[src/rtl/seq_mul.sv]
// Multi-cycle unsigned shift-add multiplier with valid/ready handshakes.
// Exactly DATAWIDTH iterations per operation, regardless of operand values.
module seq_mul #(
    parameter int DATAWIDTH = 8
) (
    input  logic                   clk,
    input  logic                   rst_n,
    input  logic                   in_valid,
    output logic                   in_ready,
    input  logic [DATAWIDTH-1:0]   a,
    input  logic [DATAWIDTH-1:0]   b,
    output logic                   out_valid,
    input  logic                   out_ready,
    output logic [DATAWIDTH-1:0]   prod,
    output logic [2*DATAWIDTH-1:0] prod_full,
    output logic                   ovf
);
    // state | meaning
    // IDLE  | waiting for operands, in_ready high
    // RUN   | one shift-add iteration per cycle, DATAWIDTH cycles
    // DONE  | result held, out_valid high until out_ready

    localparam int CW = $clog2(DATAWIDTH) + 1;
    localparam logic [CW-1:0] LAST = CW'(DATAWIDTH - 1);

    typedef enum logic [1:0] {IDLE, RUN, DONE} state_t;

    state_t                 state;
    logic [2*DATAWIDTH-1:0] mcand;
    logic [2*DATAWIDTH-1:0] acc;
    logic [2*DATAWIDTH-1:0] acc_next;
    logic [DATAWIDTH-1:0]   mplier;
    logic [CW-1:0]          cnt;

    // acc never exceeds (2^W-1)^2, so the 2W-bit add cannot overflow
    assign acc_next  = mplier[0] ? (acc + mcand) : acc;
    assign in_ready  = (state == IDLE);
    assign out_valid = (state == DONE);

    always_ff @(posedge clk or negedge rst_n) begin
        if (!rst_n) begin
            state     <= IDLE;
            mcand     <= '0;
            acc       <= '0;
            mplier    <= '0;
            cnt       <= '0;
            prod      <= '0;
            prod_full <= '0;
            ovf       <= 1'b0;
        end else begin
            case (state)
                IDLE: begin
                    if (in_valid) begin
                        mcand  <= {{DATAWIDTH{1'b0}}, a};
                        mplier <= b;
                        acc    <= '0;
                        cnt    <= '0;
                        state  <= RUN;
                    end
                end
                RUN: begin
                    acc    <= acc_next;
                    mcand  <= mcand << 1;
                    mplier <= mplier >> 1;
                    cnt    <= cnt + CW'(1);
                    if (cnt == LAST) begin
                        prod_full <= acc_next;
                        prod      <= acc_next[DATAWIDTH-1:0];
                        ovf       <= |acc_next[2*DATAWIDTH-1:DATAWIDTH];
                        state     <= DONE;
                    end
                end
                DONE: begin
                    if (out_ready) state <= IDLE;
                end
                default: state <= IDLE;
            endcase
        end
    end
endmodule

[config.mk]
export PLATFORM = sky130hd
export DESIGN_NAME = seq_mul
export DESIGN_NICKNAME = d
export VERILOG_FILES = /design/src/rtl/seq_mul.sv
export SDC_FILE = /design/constraint.sdc
export NUM_CORES = 1
export LEC_CHECK = 0
export ABC_CLOCK_PERIOD_IN_PS = 3170
export BUFFER_PORTS_ARGS = -buffer_cell sky130_fd_sc_hd__buf_2
export CORE_ASPECT_RATIO = 0.6
export CORE_MARGIN = 4
export CORE_UTILIZATION = 31
export DETAILED_ROUTE_END_ITERATION = 8
export PLACE_DENSITY = 0.5
export RECOVER_POWER = 100
export REMOVE_ABC_BUFFERS = 1
export SYNTH_ARGS = -nofsm -noshare
export SYNTH_HDL_FRONTEND = slang
export SYNTH_SLANG_ARGS = --single-unit
[constraint.sdc]
create_clock -name clk -period 3.17 [get_ports clk]
set_clock_uncertainty 0.05 [all_clocks]
set_input_delay 0.1585 -clock clk [delete_from_list [all_inputs] [get_ports clk]]
set_output_delay 0.1585 -clock clk [all_outputs]
set_load 0.1 [all_outputs]
* Yosys cells after proc, flatten, opt, wreduce, memory -nomap -nowiden
Cells that the tools add are included.
Word-level totals: register bits after elaboration 71, input port bits 20, output and inout bits 27, logic and storage cells 35
Operators by class: add/sub/neg operators 2, equality and inequality tests 6, muxes and demuxes 13, reduce and logical (&&, ||, !) cells 6
Operators with widths (number):
- $pmux W16 S2 | 2
- $mux W16 | 3
- $add A16 B16 Y16 | 1
- $pmux W8 S2 | 1
- $mux W8 | 1
- $pmux W4 S2 | 1
- $reduce_or A8 Y1 | 1
- $mux W2 | 3
- $pmux W2 S3 | 1
- $add A4 B1 Y4 const B | 1
- $eq A4 B3 Y1 const B | 1
- $mux W4 | 1
- $ne A2 B2 Y1 const B | 2
- $reduce_and A2 Y1 | 2
- $reduce_and A3 Y1 | 1
- $eq A2 B1 Y1 const B | 1
- $eq A2 B2 Y1 const B | 1
- $logic_not A2 Y1 | 1
- $ne A2 B1 Y1 const B | 1
- $reduce_bool A2 Y1 | 1

* Logic depth before layout (Yosys ltp)
Gate-level depths: netlist of run 1.
word-level depth 3, depth in mapped cells 10, gate-level depth less buffers 10

* Least setup slack after synthesis of run 1
Ideal clock, no wire load.
kind reg2reg, from register mcand[0], to register ovf, setup time 0.125 ns, data arrival time 2.522 ns, required time 2.995 ns, path slack 0.473 ns, stages on the path, launching flop included 11, buffers on the path 0, period minus slack after synthesis 2.697 ns, cell sequence dfrtp_1 > ha_1 > fa_1 > a211oi_2 > o21ai_1 > a311oi_1 > o41ai_1 > a2111oi_1 > and4b_1 > nor4bb_1 > nor2_1
Between the ends: word-level cells in the longest chain between the ends 3
RTL lines:
- start: declaration | RTL line 29 | logic [2*DATAWIDTH-1:0] mcand;
- start signal: assignment | RTL line 54 | mcand <= {{DATAWIDTH{1'b0}}, a};
- start signal: assignment | RTL line 63 | mcand <= mcand << 1;
- $add A16 B16 Y16 | RTL line 36 | assign acc_next = mplier[0] ? (acc + mcand) : acc;
- $mux W16 | RTL line 36
- $reduce_or A8 Y1 | RTL line 69 | ovf <= |acc_next[2*DATAWIDTH-1:DATAWIDTH];
- end signal: assignment | RTL line 69
- end: declaration | RTL line 16 | output logic ovf
No other way between the ends. A chain may end at the register's enable or synchronous reset.

* Worst setup path after layout of run 1
Ends and elaborated chain as after synthesis.

==> impl_table.tex, run 1 <==
\begin{tabular}{lr}
\hline
Metric & Value \\
\hline
\multicolumn{2}{l}{\textbf{Outcome}} \\
\quad Status & finished clean \\
\multicolumn{2}{l}{\textbf{Synth}} \\
\quad Syn. warnings & 0 \\
\quad Portion of netlist area occupied by mux cells & $\sim$2\% \\
\quad Post-Synthesis Cell Area & roughly 0.0035 mm² \\
\quad Mapped Cells & around 360 \\
\quad Area share of and/or/nand/nor cells after synthesis & about 15\% \\
\quad Number of enable-type register cells in the synthesized netlist & 0 \\
\quad Unique masters post-synth & 57 \\
\quad Post-Synth Adder-Cell Area & 6.288\% \\
\quad Main flop type after synthesis & dfrtp\_1 \\
\quad Xor and xnor fraction of the mapped netlist area & between 1.5 and 2\% \\
\quad Seq cells post-synth & 63 \\
\quad Sequential fraction of the synthesis area & 45.02\% \\
\quad Area fraction in compound gates after synthesis & about 25\% \\
\quad Async S/R FF share, synth & between 90\% and 100\% \\
\quad Mean Syn Cell Area & 9.674 µm² \\
\quad Combinational family with the most area after synthesis & compound AO/OA/AOI/OAI gates \\
\multicolumn{2}{l}{\textbf{Placement}} \\
\quad HPWL after detailed placement & 6691 µm \\
\quad Worst setup timing slack at the placement stage & $\sim$0.11 ns \\
\quad Final weighted congestion of routability-driven global placement & a little over 0.8 \\
\quad Count of input and output buffers & 46 \\
\multicolumn{2}{l}{\textbf{Clocking}} \\
\quad Number of buffers created by CTS & 9 \\
\quad TritonCTS clock tree & yes \\
\quad Number of buffers on the longest clock path & 2 \\
\quad CTS clock-pin slew for the worst setup and hold paths & around 0.060 ns \\
\quad Master cell of the clock root buffer & clkbuf\_16 \\
\quad Worst-Skew Late Latency & 0.33 ns \\
\quad Htree depth & 3 \\
\quad TritonCTS Sinks & between 60 and 70 \\
\multicolumn{2}{l}{\textbf{Detailed routing}} \\
\quad Routed length per placed instance & 16.97 µm \\
\quad Number of antenna-violating nets in the routed design & 0 \\
\quad Total wire length after detailed routing & around 9300 µm \\
\quad Detailed Routing Iterations Pass 1 & 4 \\
\quad Initial detailed-routing violation count & 258 \\
\quad Number of vias after detailed routing & around 2900 \\
\quad Post-DR vias/cell & 5.345 \\
\quad DRC violation count after routing & 0 \\
\multicolumn{2}{l}{\textbf{Global route}} \\
\quad Met3 track demand over resource in global routing & roughly 4.0\% \\
\quad Met2 Use GR & 19.34\% \\
\quad Overflow left after global routing & 0 \\
\quad Grt met1 use & approximately 23\% \\
\quad Maximum number of pins on one net before global-route repair & 30 \\
\quad Global-route wire length before repair & between 15000 and 20000 µm \\
\quad Most Crowded Layer GR & met1 \\
\quad Vias in the first global route & between 2000 and 3000 \\
\quad All-layer global routing usage & between 10\% and 20\% \\
\quad Number of antenna violations at the first check in global routing & 0 \\
\multicolumn{2}{l}{\textbf{Floorplanning}} \\
\quad Core Footprint & about 0.011 mm² \\
\quad Die span in x & 145.2 µm \\
\quad Effective utilization at floorplan & approximately a third \\
\quad Height of the die & 90.33 µm \\
\quad Total die area & between 0.01 and 0.015 mm² \\
\quad Rows & 29 \\
\quad Top-Level Pins & between 40 and 50 \\
\multicolumn{2}{l}{\textbf{Critical path}} \\
\quad Class of the most critical setup path & reg2reg \\
\quad Slowest Stage Delay on Critical Path & 0.39 ns \\
\quad Worst Setup Start Kind & flip-flop \\
\quad Element type at the critical path end & flip-flop \\
\quad Critical path arrival & roughly 3.1 ns \\
\quad CP max stage cell & dfrtp\_1 \\
\quad Top Family by Delay on Critical Path & compound AO/OA/AOI/OAI gates \\
\quad Required time of the critical path & 3.33 ns \\
\quad Cell-by-cell trace of the critical path & ha\_1 -> fa\_2 -> a211oi\_2 -> o21ai\_1 -> a311oi\_1 -> o41ai\_1 -> a2111oi\_1 -> and4b\_1 -> nor4bb\_2 -> nor2\_1 \\
\quad Number of buffer and inverter stages on the critical path & 0 \\
\quad Worst Path Max Fanout & 4 \\
\multicolumn{2}{l}{\textbf{STA}} \\
\quad Fin crit share & roughly 92\% \\
\quad Number of pins with negative max-slew slack in the final report & 0 \\
\quad Actual transition at the worst max-transition pin & $\sim$1.2 ns \\
\quad Total of endpoints with negative setup slack in the final report & 0 \\
\quad Final setup margin & 0.2519 ns \\
\quad Post-Route Setup TNS & 0 ns \\
\quad Worst rel slew slack & between 20\% and 30\% \\
\quad Unrepaired setup endpoints after global routing & false \\
\quad Maximum clock frequency & between 300 and 400 MHz \\
\quad Final hold violations & 0 \\
\quad Final worst path period need & around 2.9 ns \\
\multicolumn{2}{l}{\textbf{Finish}} \\
\quad Relative area change from synthesis to final layout & 17.54\% \\
\quad Fraction of final layout cells with drive strength greater than 1 & 12.22\% \\
\quad Final net count & roughly 440 \\
\quad Antenna diode count & 0 \\
\multicolumn{2}{l}{\textbf{Flow run}} \\
\quad Max Cap Viol & 0 \\
\multicolumn{2}{l}{\textbf{Hold path}} \\
\quad Hold Crit Class & in2reg \\
\hline
\end{tabular}
## state kept, by name, indices dropped and copies added, names as in the netlist
name / flops
acc: 16
mcand: 16
prod_full: 9
mplier: 8
prod: 7
cnt: 4
state: 2
ovf: 1
## path summary, 6_finish.rpt
check	from	end	slack [ns]	cells past startpoint
setup / recovery	mcand[0]$_DFFE_PN0P_	ovf$_DFFE_PN0P_	0.25	10
hold / removal	b[7]	mplier[7]$_DFFE_PN0P_	0.03	2
setup reg to reg	mcand[0]$_DFFE_PN0P_	ovf$_DFFE_PN0P_	0.25	10
hold reg to reg	mplier[3]$_DFFE_PN0P_	mplier[3]$_DFFE_PN0P_	0.43	2
max in group asynchronous	rst_n	acc[13]$_DFFE_PN0P_	1.19	3
min in group asynchronous	rst_n	mplier[0]$_DFFE_PN0P_	0.45	2
## through the flow
stage               instances  hold slack, ns  util [%]  instance area (µm²)
global route              548         0.02259     38.20                 4116
CTS                       548         0.01580     38.82                 4184
floorplan                 333         -0.1871         -                 3358
global placement          531         0.07110     35.85                 3864
finish                    548         0.03170     38.20                 4116
detailed placement        531         0.06975     35.85                 3864
## area by class of cell
| cell class | count | area [µm²] |
|---|---|---|
| Clock buffer | 13 | 270.3 |
| Clock inverter | 3 | 40.04 |
| Fill cell | 1090 | 6660 |
| Inverter | 7 | 26.28 |
| Multi-Input combinational cell | 263 | 1752 |
| Sequential cell | 63 | 1577 |
| Tap cell | 139 | 173.9 |
| Timing Repair Buffer | 60 | 277.8 |
## Yosys cell counts, drive strengths merged (3+ instances only)
master	count	area share (%)
nand2	51	5.5
nand3	6	0.86
nor4	3	0.54
xnor2	5	1.3
nor2b	6	1.1
a21o	5	1.1
ha	16	5.7
a211oi	4	1.1
a22o	22	5.5
o211ai	4	1.1
a31oi	3	0.54
inv	7	0.75
dfrtp	63	45
buf	14	2.5
nand2b	4	0.79
nor2	16	1.7
nand4	3	0.96
o21ai	38	5.4
and2	4	0.71
a21oi	15	2.1
or3b	3	0.82
mux2i	7	2.0
nor3	6	0.86
a22oi	14	3.0
clkbuf	15	1.6
## cell families after synthesis
| family | after synthesis |
|---|---|
| buffers and inverters | 36 |
| muxes | 7 |
| DFF | 63 |
| adders and majority gates | 17 |
| AOI/OAI and AO/OA | 124 |
| and+or+nand+nor | 109 |
| xor gates and xnor gates | 6 |
## worst reg2reg max path, delay by kind of cell, from the launching register on
kind / cells / cell delay [ns]
compound gates: 5 / 1.17
fa+ha+maj: 2 / 0.65
simple gates: 3 / 0.53
flops: 1 / 0.39
## metal layers
metal	share of wire, %	vias up
met5	0	-
met1	54	1429
met3	6.2	5
li1	-	1415
met2	39	80
met4	0.73	0
## cell usage in the layout, fill, tap and decap left out, drive strengths merged, types with 2 or more instances in the layout
cell     netlist  final
nand3          6      6
xnor2          5      5
mux2i          7      7
inv            7      7
a2111oi        2      2
a21o           5      5
ha            16     16
nor2          16     16
a21oi         15     15
o21ai         38     38
o21a           2      2
nand4          3      3
nand2b         4      4
clkbuf        15     48
nor3           6      6
or3            2      2
dfrtp         63     63
a22o          22     22
nand2         51     51
o211ai         4      4
a32o           2      2
or3b           3      3
buf           14     24
a211oi         4      4
o21bai         2      2
a31oi          3      3
a21boi         2      2
a41oi          2      2
nor2b          6      6
a22oi         14     14
nor4           3      3
and2           4      4
clkinv         0      2
## what timing repair did
action                                  in CTS  in global routing
endpoints found under the setup margin       0                  1
hold endpoints to repair                    16                  0
buffers inserted                             0                  0
gates resized for setup                      0                  2
hold buffers                                 1                  0
Power of run 1 is not shown: default switching activity piles up to over one toggle a cycle in this logic, so the estimate is an artifact.
==> run 2: changes to the inputs <==
--- a/config.mk
+++ b/config.mk
@@ -6,12 +6,12 @@
 export NUM_CORES = 1
 export LEC_CHECK = 0
 export ABC_CLOCK_PERIOD_IN_PS = 3170
-export BUFFER_PORTS_ARGS = -buffer_cell sky130_fd_sc_hd__buf_2
 export CORE_ASPECT_RATIO = 0.6
-export CORE_MARGIN = 4
+export CORE_MARGIN = 2
 export CORE_UTILIZATION = 31
 export DETAILED_ROUTE_END_ITERATION = 8
-export PLACE_DENSITY = 0.5
+export DONT_BUFFER_PORTS = 1
+export PLACE_DENSITY = 0.47
 export RECOVER_POWER = 100
 export REMOVE_ABC_BUFFERS = 1
 export SYNTH_ARGS = -nofsm -noshare
==> run 2 against run 1 <==
Compared with the run above:
- the run now ends with max-capacitance violations, max-slew violations left
- first-iteration DRC count fell by 27%
- routed wire length fell by 3.5%
- via count fell by 6.6%
- highest routed layer unchanged
==> impl_table.tex, run 2 (same netlist as run 1, synthesis figures left out) <==
\begin{tabular}{lr}
\hline
Metric & Value \\
\hline
\multicolumn{2}{l}{\textbf{Critical path}} \\
\quad CP max stage cell & clkbuf\_1 \\
\quad Critical path arrival & between 3 and 4 ns \\
\quad Worst Path Max Fanout & 21 \\
\quad Slowest Stage Delay on Critical Path & 0.73 ns \\
\quad Critical path launch point & state[0]\$\_DFFE\_PN0P\_ \\
\quad Most repeated library cell on the critical path & clkbuf\_1 \\
\quad Required time of the critical path & between 3 and 4 ns \\
\quad Class of the most critical setup path & reg2reg \\
\quad Worst reg2reg path startpoint & state[0]\$\_DFFE\_PN0P\_ \\
\quad Element type at the critical path end & flip-flop \\
\quad Worst Setup Start Kind & flip-flop \\
\quad Cell-by-cell trace of the critical path & clkbuf\_1 -> nor2\_2 -> clkbuf\_1 -> a32o\_1 -> dlygate4sd3\_1 \\
\multicolumn{2}{l}{\textbf{Global route}} \\
\quad All-layer global routing usage & between 10\% and 20\% \\
\quad Overflow left after global routing & 0 \\
\quad Number of antenna violations at the first check in global routing & 0 \\
\quad Maximum number of pins on one net before global-route repair & 64 \\
\quad Vias in the first global route & 2646 \\
\quad Global-route wire length before repair & about 15000 µm \\
\multicolumn{2}{l}{\textbf{Outcome}} \\
\quad Status & complete, but fails checks \\
\quad Failing checks & max-capacitance violations, max-slew violations \\
\multicolumn{2}{l}{\textbf{Floorplanning}} \\
\quad Top-Level Pins & 47 \\
\quad Total die area & 0.01219 mm² \\
\quad Height of the die & $\sim$86 µm \\
\quad Die span in x & around 140 µm \\
\quad Core Footprint & roughly 0.011 mm² \\
\quad Rows & 30 \\
\quad Effective utilization at floorplan & 31.41\% \\
\multicolumn{2}{l}{\textbf{Finish}} \\
\quad Filler Cells Inserted & roughly 1100 \\
\quad Largest registers & acc (16), mcand (16), prod\_full (9) \\
\quad Commonest cells after routing, fill and taps aside & 63 x dfrtp\_1, 51 x nand2\_1, 35 x o21ai\_0 \\
\quad Relative area change from synthesis to final layout & 17.18\% \\
\quad Final net count & around 400 \\
\quad Antenna diode count & 0 \\
\quad Fraction of final layout cells with drive strength greater than 1 & 9.737\% \\
\quad Most common cell after layout, fill and taps aside & dfrtp\_1 \\
\multicolumn{2}{l}{\textbf{Clocking}} \\
\quad Worst-Skew Late Latency & 0.34 ns \\
\quad Number of buffers created by CTS & 9 \\
\quad Post-CTS setup buffer count & 0 \\
\quad Number of buffers on the longest clock path & 2 \\
\quad CTS clock-pin slew for the worst setup and hold paths & roughly 0.06 ns \\
\quad TritonCTS clock tree & yes \\
\quad Htree depth & 3 \\
\quad Master cell of the clock root buffer & clkbuf\_16 \\
\quad TritonCTS Sinks & 63 \\
\multicolumn{2}{l}{\textbf{STA}} \\
\quad Final hold slack & roughly 0.01 ns \\
\quad Total of endpoints with negative setup slack in the final report & 0 \\
\quad Number of pins with negative max-slew slack in the final report & 80 \\
\quad Unrepaired setup endpoints after global routing & false \\
\quad Fin crit share & a little over 90\% \\
\quad Final hold violations & 0 \\
\quad Maximum clock frequency & 338.9 MHz \\
\quad Final worst path period need & slightly below 3 ns \\
\quad Actual transition at the worst max-transition pin & approximately 1.7 ns \\
\quad Worst rel slew slack & -16.19\% \\
\quad Post-Route Setup TNS & 0 ns \\
\multicolumn{2}{l}{\textbf{Hold path}} \\
\quad Hold Crit Class & in2reg \\
\quad Origin of the worst min-delay path & a[1] \\
\multicolumn{2}{l}{\textbf{Detailed routing}} \\
\quad Post-DR vias/cell & $\sim$5.2 \\
\quad Total wire length after detailed routing & between 8000 and 9000 µm \\
\quad Number of antenna-violating nets in the routed design & 0 \\
\quad Initial detailed-routing violation count & between 150 and 200 \\
\quad Routed length per placed instance & $\sim$17 µm \\
\quad Number of vias after detailed routing & between 2000 and 3000 \\
\quad Detailed Routing Iterations Pass 1 & 4 \\
\quad DRC violation count after routing & 0 \\
\multicolumn{2}{l}{\textbf{Placement}} \\
\quad HPWL after detailed placement & 6291 µm \\
\quad Count of input and output buffers & 0 \\
\quad Final weighted congestion of routability-driven global placement & about 0.84 \\
\multicolumn{2}{l}{\textbf{Flow run}} \\
\quad Max Cap Viol & 9 \\
\hline
\end{tabular}
[run 2: area by class of cell]
class	instances	area [µm²]	area share (%)
sequential	63	1577	38.41
timing repair buffer	31	249.0	6.067
multi-input combinational	263	1758	42.84
tap	144	180.2	4.390
clock buffer	10	229.0	5.579
inverter	7	26.28	0.6402
clock inverter	6	85.08	2.073
[run 2: metal layers]
metal  GRT usage [%]  vias up  part of all wire, %
met5               0        -                    0
met3           5.138       11                  7.0
met1           25.17     1298                   55
li1                -     1351                    -
met4           4.091        0                 0.98
met2           20.17       75                   37
[run 2: repair_timing]
item / 4_1_cts / 5_1_grt
endpoints found under the hold margin: 77 / 0
hold buffers: 18 / 0
setup endpoints to repair: 0 / 1
gates resized for setup: 0 / 2
[run 2: worst paths after layout]
| check | endpoint | slack, ns | cells past startpoint |
|---|---|---|---|
| worst min-delay path | mcand[1]$_DFFE_PN0P_ | 0.01 | 2 |
| worst max-delay path | mplier[7]$_DFFE_PN0P_ | 0.22 | 5 |
| max in group asynchronous | mcand[8]$_DFFE_PN0P_ | 1.38 | 2 |
| worst min register to register | mplier[1]$_DFFE_PN0P_ | 0.43 | 2 |
| worst max register to register | mplier[7]$_DFFE_PN0P_ | 0.22 | 5 |
| min in group asynchronous | prod_full[13]$_DFFE_PN0P_ | 0.71 | 2 |
[run 2: through the flow]
step | utilization (%) | setup slack [ns] | area [µm²] | cells
floorplan | - | 0.3183 | 3358 | 333
global placement | 32.78 | 0.2456 | 3655 | 490
detailed placement | 32.78 | 0.2027 | 3655 | 490
CTS | 37.37 | 0.1785 | 4167 | 524
global route | 36.81 | 0.03536 | 4104 | 524
finish | 36.81 | 0.2189 | 4104 | 524
[run 2: critical path: cells and delay by family (launching register included)]
kind            cells  cell delay, ns
buf+inv             3            1.85
compound gates      1            0.48
simple gates        1            0.11
flops               1            0.33
Power of run 2 is left out for the same reason.
==> run 3: changes to the inputs <==
--- a/config.mk
+++ b/config.mk
@@ -6,12 +6,12 @@
 export NUM_CORES = 1
 export LEC_CHECK = 0
 export ABC_CLOCK_PERIOD_IN_PS = 3170
+export BUFFER_PORTS_ARGS = -buffer_cell sky130_fd_sc_hd__buf_2
 export CORE_ASPECT_RATIO = 0.6
 export CORE_MARGIN = 2
 export CORE_UTILIZATION = 31
 export DETAILED_ROUTE_END_ITERATION = 8
-export DONT_BUFFER_PORTS = 1
-export PLACE_DENSITY = 0.47
+export PLACE_DENSITY = 0.5
 export RECOVER_POWER = 100
 export REMOVE_ABC_BUFFERS = 1
 export SYNTH_ARGS = -nofsm -noshare
==> run 3 against run 2 <==
Compared with the run above:
- the flow still finishes with violations (max-capacitance violations, max-slew violations)
- count of clock-buffer cells in the layout up 3
- non-clock buffer count is 26 higher
- design area is 1.7% lower
- sequential share of layout area increased by 0.68 points
- via count is 6.1% higher
- critical path type unchanged
==> impl_table.tex, run 3 (same netlist as run 1, synthesis figures left out) <==
\begin{tabular}{lr}
\hline
Metric & Value \\
\hline
\multicolumn{2}{l}{\textbf{Outcome}} \\
\quad Status & complete, but fails checks \\
\quad Failing checks & max-capacitance violations, max-slew violations \\
\multicolumn{2}{l}{\textbf{Detailed routing}} \\
\quad Detailed Routing Iterations Pass 1 & 4 \\
\quad Post-DR vias/cell & roughly 5.3 \\
\quad Number of antenna-violating nets in the routed design & 0 \\
\quad DRC violation count after routing & 0 \\
\quad Number of vias after detailed routing & $\sim$2900 \\
\quad Initial detailed-routing violation count & between 150 and 200 \\
\quad Total wire length after detailed routing & approximately 9000 µm \\
\quad Routed length per placed instance & between 15 and 20 µm \\
\multicolumn{2}{l}{\textbf{Finish}} \\
\quad Fraction of final layout cells with drive strength greater than 1 & 10.40\% \\
\quad Final net count & $\sim$440 \\
\quad Post-route insts no fill & 548 \\
\quad Antenna diode count & 0 \\
\quad Most common cell after layout, fill and taps aside & dfrtp\_1 \\
\quad Largest registers & acc (16), mcand (16), prod\_full (9) \\
\quad Relative area change from synthesis to final layout & 15.15\% \\
\quad Commonest cells after routing, fill and taps aside & 63 x dfrtp\_1, 51 x nand2\_1, 35 x o21ai\_0, 35 x clkbuf\_1, 22 x a22o\_1 \\
\multicolumn{2}{l}{\textbf{Floorplanning}} \\
\quad Total die area & about 0.012 mm² \\
\quad Die span in x & about 140 µm \\
\quad Top-Level Pins & between 40 and 50 \\
\quad Rows & 30 \\
\quad Core Footprint & roughly 0.011 mm² \\
\quad Height of the die & around 86 µm \\
\quad Effective utilization at floorplan & a little under a third \\
\multicolumn{2}{l}{\textbf{Global route}} \\
\quad Global-route wire length before repair & 15070 µm \\
\quad Maximum number of pins on one net before global-route repair & 33 \\
\quad Overflow left after global routing & 0 \\
\quad Vias in the first global route & approximately 2800 \\
\quad Number of antenna violations at the first check in global routing & 0 \\
\quad All-layer global routing usage & between 10\% and 20\% \\
\multicolumn{2}{l}{\textbf{Placement}} \\
\quad HPWL after detailed placement & around 6400 µm \\
\quad Final weighted congestion of routability-driven global placement & approximately 0.79 \\
\quad Count of input and output buffers & between 40 and 50 \\
\quad Number of cells in the design after placement & around 530 \\
\multicolumn{2}{l}{\textbf{Clocking}} \\
\quad TritonCTS clock tree & yes \\
\quad Htree depth & 3 \\
\quad CTS hold repair buffers & 1 \\
\quad Worst-Skew Late Latency & $\sim$0.33 ns \\
\quad Post-CTS setup buffer count & 0 \\
\quad Master cell of the clock root buffer & clkbuf\_16 \\
\quad CTS clock-pin slew for the worst setup and hold paths & 0.05 ns \\
\quad TritonCTS Sinks & 63 \\
\quad Post-cts resize count & 0 \\
\quad Number of buffers created by CTS & 9 \\
\quad Number of buffers on the longest clock path & 2 \\
\multicolumn{2}{l}{\textbf{Critical path}} \\
\quad Slowest Stage Delay on Critical Path & 0.45 ns \\
\quad Worst Path Max Fanout & 4 \\
\quad Required time of the critical path & 3.33 ns \\
\quad Number of cell instances on the worst register-to-register path & 10 \\
\quad Top Family by Delay on Critical Path & simple AND/OR/NAND/NOR gates \\
\quad CP max stage cell & fa\_1 \\
\quad Element type at the critical path end & flip-flop \\
\quad Number of buffer and inverter stages on the critical path & 0 \\
\quad Worst Setup Start Kind & flip-flop \\
\quad Critical path arrival & $\sim$3.1 ns \\
\quad Class of the most critical setup path & reg2reg \\
\quad Number of cells on the critical path & 10 \\
\quad Cell-by-cell trace of the critical path & ha\_1 -> fa\_1 -> a211oi\_2 -> o21ai\_1 -> and3\_1 -> or3\_1 -> a31oi\_1 -> and4b\_1 -> nor4bb\_1 -> nor2\_1 \\
\multicolumn{2}{l}{\textbf{STA}} \\
\quad Maximum clock frequency & between 300 and 400 MHz \\
\quad Unrepaired setup endpoints after global routing & false \\
\quad Final hold violations & 0 \\
\quad Worst rel slew slack & -19.79\% \\
\quad Post-Route Setup TNS & 0 ns \\
\quad Fin crit share & approximately 93\% \\
\quad Final worst path period need & about 3.0 ns \\
\quad Final hold slack & $\sim$0.022 ns \\
\quad Actual transition at the worst max-transition pin & $\sim$1.8 ns \\
\quad Number of pins with negative max-slew slack in the final report & 33 \\
\quad Total of endpoints with negative setup slack in the final report & 0 \\
\multicolumn{2}{l}{\textbf{Hold path}} \\
\quad Hold depth & 2 \\
\quad Hold Crit Class & in2reg \\
\multicolumn{2}{l}{\textbf{Flow run}} \\
\quad Max Cap Viol & 1 \\
\hline
\end{tabular}
-- run 3: cell types whose count changed in the layout (fill, tap and decap cells not counted), moves of 2 or more --
cell           before  now
dlygate4sd3_1      17    1
clkinvlp_4          2    0
buf_2               0   18
clkbuf_2            3    1
buf_4               6    4
clkbuf_8            0    2
clkbuf_1            6   35
bufinv_16           2    0
-- run 3: worst paths after layout --
check,from,end,slack [ns]
worst min-delay path,a[0],mcand[0]$_DFFE_PN0P_,0.02
worst min register to register,prod_full[11]$_DFFE_PN0P_,prod_full[11]$_DFFE_PN0P_,0.42
max in group asynchronous,rst_n,acc[1]$_DFFE_PN0P_,0.62
min in group asynchronous,rst_n,prod_full[13]$_DFFE_PN0P_,0.80
worst max register to register,mcand[0]$_DFFE_PN0P_,ovf$_DFFE_PN0P_,0.21
worst max-delay path,mcand[0]$_DFFE_PN0P_,ovf$_DFFE_PN0P_,0.21
-- run 3: metal layers --
layer,global-route usage (%),wire [µm]
met1,24.54,4887
met2,21.71,3447
met3,4.586,576
met4,4.364,119
met5,0,0
-- run 3: metrics by stage --
step	area (µm²)	utilization, %	worst slack (ns)
3_5_place_dp	3847	34.51	0.2145
5_1_grt	4033	36.17	0.01923
4_1_cts	4123	36.98	0.1827
3_3_place_gp	3847	34.51	0.2162
6_report	4033	36.17	0.2111
2_1_floorplan	3358	-	0.3183
-- run 3: cell type report --
cell class              instances  area (µm²)
flip-flops and latches         63        1577
fillers                      1153        7116
clock buffers                  13       260.3
repair buffers                 57       259.0
inverters                       7       26.28
well taps                     144       180.2
multi-input cells             263        1725
clock inverters                 1       5.005
Power of run 3 is left out for the same reason.
